[src/rtl/uart_tx.sv]
// UART transmitter clocked at the bit rate: one clock edge per serial bit.
// Frame: start (0), DATA_WIDTH data bits LSB first, optional parity, stop (1).
// A new request sampled in the stop cycle starts the next frame without an idle gap.
module uart_tx #(
  parameter int DATA_WIDTH = 8
) (
  input  logic                  CLK,
  input  logic                  rst,
  input  logic [DATA_WIDTH-1:0] P_DATA,
  input  logic                  Data_valid,
  input  logic                  PAR_EN,
  input  logic                  PAR_TYP,
  output logic                  TX_OUT,
  output logic                  busy
);

  localparam int IDX_W = (DATA_WIDTH > 1) ? $clog2(DATA_WIDTH) : 1;
  localparam logic [IDX_W-1:0] LAST_IDX = IDX_W'(DATA_WIDTH - 1);

  localparam logic [2:0] IDLE   = 3'd0;
  localparam logic [2:0] START  = 3'd1;
  localparam logic [2:0] DATA   = 3'd2;
  localparam logic [2:0] PARITY = 3'd3;
  localparam logic [2:0] STOP   = 3'd4;

  logic [2:0]            state;
  logic [IDX_W-1:0]      bit_idx;
  logic [IDX_W-1:0]      next_idx;
  logic [DATA_WIDTH-1:0] data_r;
  logic                  par_en_r;
  logic                  par_bit_r;

  // Parity bit to send: XOR of the data, inverted for odd parity.
  function automatic logic parity_bit(input logic [DATA_WIDTH-1:0] d,
                                      input logic odd);
    return (^d) ^ odd;
  endfunction

  assign next_idx = bit_idx + IDX_W'(1);

  // Frame sequencer; the parity bit is resolved at latch time and forced to 0
  // when parity is disabled so an undriven PAR_TYP can never reach the line.
  always_ff @(posedge CLK or posedge rst) begin
    if (rst) begin
      state     <= IDLE;
      bit_idx   <= '0;
      data_r    <= '0;
      par_en_r  <= 1'b0;
      par_bit_r <= 1'b0;
      TX_OUT    <= 1'b1;
      busy      <= 1'b0;
    end else begin
      case (state)
        IDLE, STOP: begin
          if (Data_valid) begin
            data_r    <= P_DATA;
            par_en_r  <= PAR_EN;
            par_bit_r <= PAR_EN & parity_bit(P_DATA, PAR_TYP);
            state     <= START;
            TX_OUT    <= 1'b0;
            busy      <= 1'b1;
          end else begin
            state  <= IDLE;
            TX_OUT <= 1'b1;
            busy   <= 1'b0;
          end
        end
        START: begin
          state   <= DATA;
          bit_idx <= '0;
          TX_OUT  <= data_r[0];
        end
        DATA: begin
          if (bit_idx == LAST_IDX) begin
            if (par_en_r) begin
              state  <= PARITY;
              TX_OUT <= par_bit_r;
            end else begin
              state  <= STOP;
              TX_OUT <= 1'b1;
            end
          end else begin
            bit_idx <= next_idx;
            TX_OUT  <= data_r[next_idx];
          end
        end
        PARITY: begin
          state  <= STOP;
          TX_OUT <= 1'b1;
        end
        default: begin
          state  <= IDLE;
          TX_OUT <= 1'b1;
          busy   <= 1'b0;
        end
      endcase
    end
  end

endmodule

[config.mk]
export PLATFORM = sky130hd
export DESIGN_NAME = uart_tx
export DESIGN_NICKNAME = d
export VERILOG_FILES = /design/src/rtl/uart_tx.sv
export SDC_FILE = /design/constraint.sdc
export NUM_CORES = 1
export LEC_CHECK = 0
export ABC_AREA = 1
export CAP_MARGIN = 20
export CORE_AREA = 4 4 60 62
export DETAILED_ROUTE_END_ITERATION = 16
export DIE_AREA = 0 0 64 66
export PLACE_DENSITY = 0.64
export SYNTH_ARGS = -nofsm -noshare
export SYNTH_HDL_FRONTEND = slang
export SYNTH_SLANG_ARGS = --single-unit
export TNS_END_PERCENT = 20
[constraint.sdc]
create_clock -name CLK -period 1.55 [get_ports CLK]
set_input_delay 0.465 -clock CLK [delete_from_list [all_inputs] [get_ports CLK]]
set_output_delay 0.465 -clock CLK [all_outputs]
set_load 0.01 [all_outputs]
==> tab_implementation.tex <==
\begin{tabular}{lr}
\hline
Metric & Value \\
\hline
\multicolumn{2}{l}{\textbf{STA}} \\
Worst slew margin relative to its limit & 0.846 \\
RSZ-0062 raised after global routing & false \\
Period Utilization, post-route & 0.967 \\
Setup WS post-layout & 0.0505 ns \\
Max-slew violation count & 0 \\
Fin. Hold Viols & 0 \\
Clock Skews & 0.00991 ns \\
Final Setup Violations & 0 \\
Final critical-path required period & 1.50 ns \\
Max Freq & 667 MHz \\
Tightest Pin Transition & 0.231 ns \\
\multicolumn{2}{l}{\textbf{Critical path}} \\
Worst flop-to-flop path startpoint & bit\_idx[0]\$\_DFFE\_PP0P\_ \\
Largest stage delay on the critical path & about 0.52 ns \\
Worst Path Max Fanout & 1 \\
Worst setup path start & TX\_OUT\$\_DFF\_PP1\_ \\
Type of the worst setup path & flop to output pin \\
Kind of end point of the critical path & output pin \\
Slowest CP cell & dfstp\_2 \\
Type of element launching the critical path & flop \\
Crit-path cells & clkdlybuf4s15\_1 \\
Minimum setup slack among reg-to-reg paths & 0.16 ns \\
Required arrival time at the worst endpoint & 1.08 ns \\
Arrival time at the worst endpoint & between 1 and 1.5 ns \\
Buf+Inv Stages, Crit Path & 1 \\
Category of cells accounting for the largest share of critical-path delay & flip-flops \\
\multicolumn{2}{l}{\textbf{Routing}} \\
DR vias/cell & 4.37 \\
Wire length per cell & 9.20 um \\
Detailed-route via count & 926 \\
Post-detailed-route DRC marker count & 0 \\
Routed Wire Length & between 1.5 and 2 mm \\
Post-detailed-route count of antenna-violating nets & 0 \\
Initial detailed-routing violation count & 38 \\
Detailed Routing Iterations Pass 1 & 5 \\
\multicolumn{2}{l}{\textbf{Cells and area}} \\
Storage cell area & approximately 450 um2 \\
Filler cell count in the final layout & about 310 \\
Area of all placed cells without fillers & 1330 um2 \\
Area Growth Syn to Fin & 30.0\% \\
Fraction of layout cells with a size suffix above 1 & 0.149 \\
Layout Utilization & 0.439 \\
Diodes inserted & 0 \\
Area occupied by multi-input gates & 450 um2 \\
Net total in the final layout & about 180 \\
Finished Layout Cells & roughly 210 \\
\multicolumn{2}{l}{\textbf{Logic synthesis}} \\
Fraction of synthesized cell area taken by the top area cell type & 0.416 \\
Top cell type by total area after synthesis & dfrtp\_1 \\
Mapped Cells & 141 \\
Yosys warning total & 0 \\
Main area contributors after synthesis & dfrtp\_1 42\%, nand2\_1 18\%, inv\_1 9.2\%, nand3\_1 4.9\%, o21ai\_1 3.9\% \\
Number of flops mapped to enable cells by yosys & 0 \\
Main synth FF type & dfrtp\_1 \\
Number of nets in the synthesized netlist & 156 \\
Async set or reset register ratio after synthesis & 1.00 \\
Number of storage elements in the synthesis netlist & 18 \\
Post-synthesis instance area & 1020 um2 \\
Commonest cells in the netlist & 50 x nand2\_1, 25 x inv\_1, 17 x dfrtp\_1, 10 x nand3\_1, 8 x o21ai\_1 \\
Most used standard cell by instance count after synthesis & nand2\_1 \\
Synthesized area divided by synthesized cell count & approximately 7.2 um2 \\
Post-synthesis cell type count & 22 \\
Sequential area share after synthesis & 0.442 \\
\multicolumn{2}{l}{\textbf{Job}} \\
Max Cap Violations & 0 \\
\multicolumn{2}{l}{\textbf{Placement}} \\
Placed Area & 1290 um2 \\
HPWL Detailed & 1.60 mm \\
PortBufs & 14 \\
Dpl cells & 208 \\
Place WS & -0.118 ns \\
Gpl congestion & between 0.8 and 0.9 \\
\multicolumn{2}{l}{\textbf{GRT}} \\
Vias in the first global route & 822 \\
GR Overflow Total & 0 \\
Antenna violations before repair & 0 \\
Total Routing Usage GR & 0.101 \\
Pin count of the biggest net entering global routing & 19 \\
Global-route wire length before repair & approximately 3.4 mm \\
\multicolumn{2}{l}{\textbf{Floorplan}} \\
Height of the chip & 66 um \\
Die Footprint & 4220 um2 \\
Initial core utilization & 0.338 \\
Area of the placeable core & approximately 3000 um2 \\
Number of top-level pins & 15 \\
Num rows & 20 \\
Width of the die & 64 um \\
\multicolumn{2}{l}{\textbf{Clock network}} \\
Number of setup buffers added after CTS & 0 \\
TritonCTS buffer count & 3 \\
Clock H-tree levels & 1 \\
CTS Root Buffer Type & clkbuf\_4 \\
TritonCTS clock tree & yes \\
Sink count of the clock tree & 18 \\
Clock latency at the later pin of the worst-skew pair & 0.30 ns \\
Clock buffer depth & 2 \\
CTS clk-pin slew, worst paths & 0.11 ns \\
Number of hold buffers added after CTS & 0 \\
\multicolumn{2}{l}{\textbf{Hold path}} \\
Hold Crit Class & input port to asynchronous set/reset pin \\
\multicolumn{2}{l}{\textbf{Power and ir drop}} \\
Total leakage power & between 0.0007 and 0.0008 uW \\
Maximum ir drop on the vdd rail & 0.362 mV \\
Areal power density over the cells & 1580 nW/um2 \\
\multicolumn{2}{l}{\textbf{Status}} \\
Run status & complete, no violations \\
\hline
\end{tabular}
cell families (layout without fill, tap and decap cells):
kind of cell | after synthesis | count (layout) | share of synthesized area
buffers and inverters | 30 | 57 | 0.117
DFF | 18 | 18 | 0.442
AOI/OAI and AO/OA | 19 | 19 | 0.100
xor gates and xnor gates | 2 | 2 | 0.0171
and+or+nand+nor | 70 | 70 | 0.299
adders and majority gates | 2 | 2 | 0.0245
placed cells by master, fill, tap and decap left out, types with 3 or more instances in the layout:
| master | Yosys | final |
|---|---|---|
| nand2_1 | 50 | 50 |
| inv_1 | 25 | 25 |
| dfrtp_1 | 17 | 17 |
| clkdlybuf4s50_1 | 0 | 12 |
| nand3_1 | 10 | 10 |
| buf_4 | 0 | 9 |
| o21ai_1 | 8 | 8 |
| o21ai_0 | 7 | 7 |
| inv_2 | 4 | 4 |
| nor2_1 | 4 | 4 |
| clkbuf_4 | 0 | 3 |
power breakdown:
group / total (uW) / internal (uW) / switching (uW) / leakage [uW]
clock network: 290 / 143 / 147 / 0.0000210
logic: 1010 / 420 / 595 / 0.000487
registers: 799 / 688 / 110 / 0.000225
routing by layer:
| layer | track usage | part of all wire | vias up |
|---|---|---|---|
| li1 | - | - | 486 |
| met2 | 0.174 | 0.48 | 26 |
| met3 | 0.0255 | 0.067 | 4 |
| met4 | 0.0404 | 0.013 | 0 |
| met1 | 0.118 | 0.44 | 410 |
| met5 | 0 | 0 | - |
worst paths after layout:
kind,to,cells after the start
worst max-delay path,TX_OUT,1
worst min-delay path,data_r[2]$_DFFE_PP0P_,3
worst max register to register,bit_idx[2]$_DFFE_PP0P_,8
worst min register to register,data_r[4]$_DFFE_PP0P_,2
max in group asynchronous,TX_OUT$_DFF_PP1_,3
min in group CLK,data_r[4]$_DFFE_PP0P_,2
state kept, by name, summed over array words and instances, names as in the netlist:
signal,flops
data_r,8
bit_idx,3
state,3
TX_OUT,1
busy,1
par_bit_r,1
par_en_r,1
metrics by stage:
stage | total power, uW | hold WS (ns) | setup TNS, ns
5_1_grt | 2300 | 0.516 | 0
2_1_floorplan | 1520 | 0.403 | 0
3_3_place_gp | 1800 | 0.471 | -0.0638
6_report | 2100 | 0.470 | 0
4_1_cts | 2120 | 0.483 | 0
3_5_place_dp | 1840 | 0.478 | -0.118
cell type report:
cell class | count | share of cell area
sequential | 18 | 0.340
multi-input combinational | 93 | 0.339
tap | 44 | 0.0414
timing repair buffer | 24 | 0.170
clock buffer | 4 | 0.0273
inverter | 29 | 0.0819
timing repair:
item                                    in CTS  in global routing
cloned                                       0                  0
gates resized for setup                      2                  1
endpoints found under the setup margin       2                  1
No activity file was read; power rests on OpenSTA's default activity.
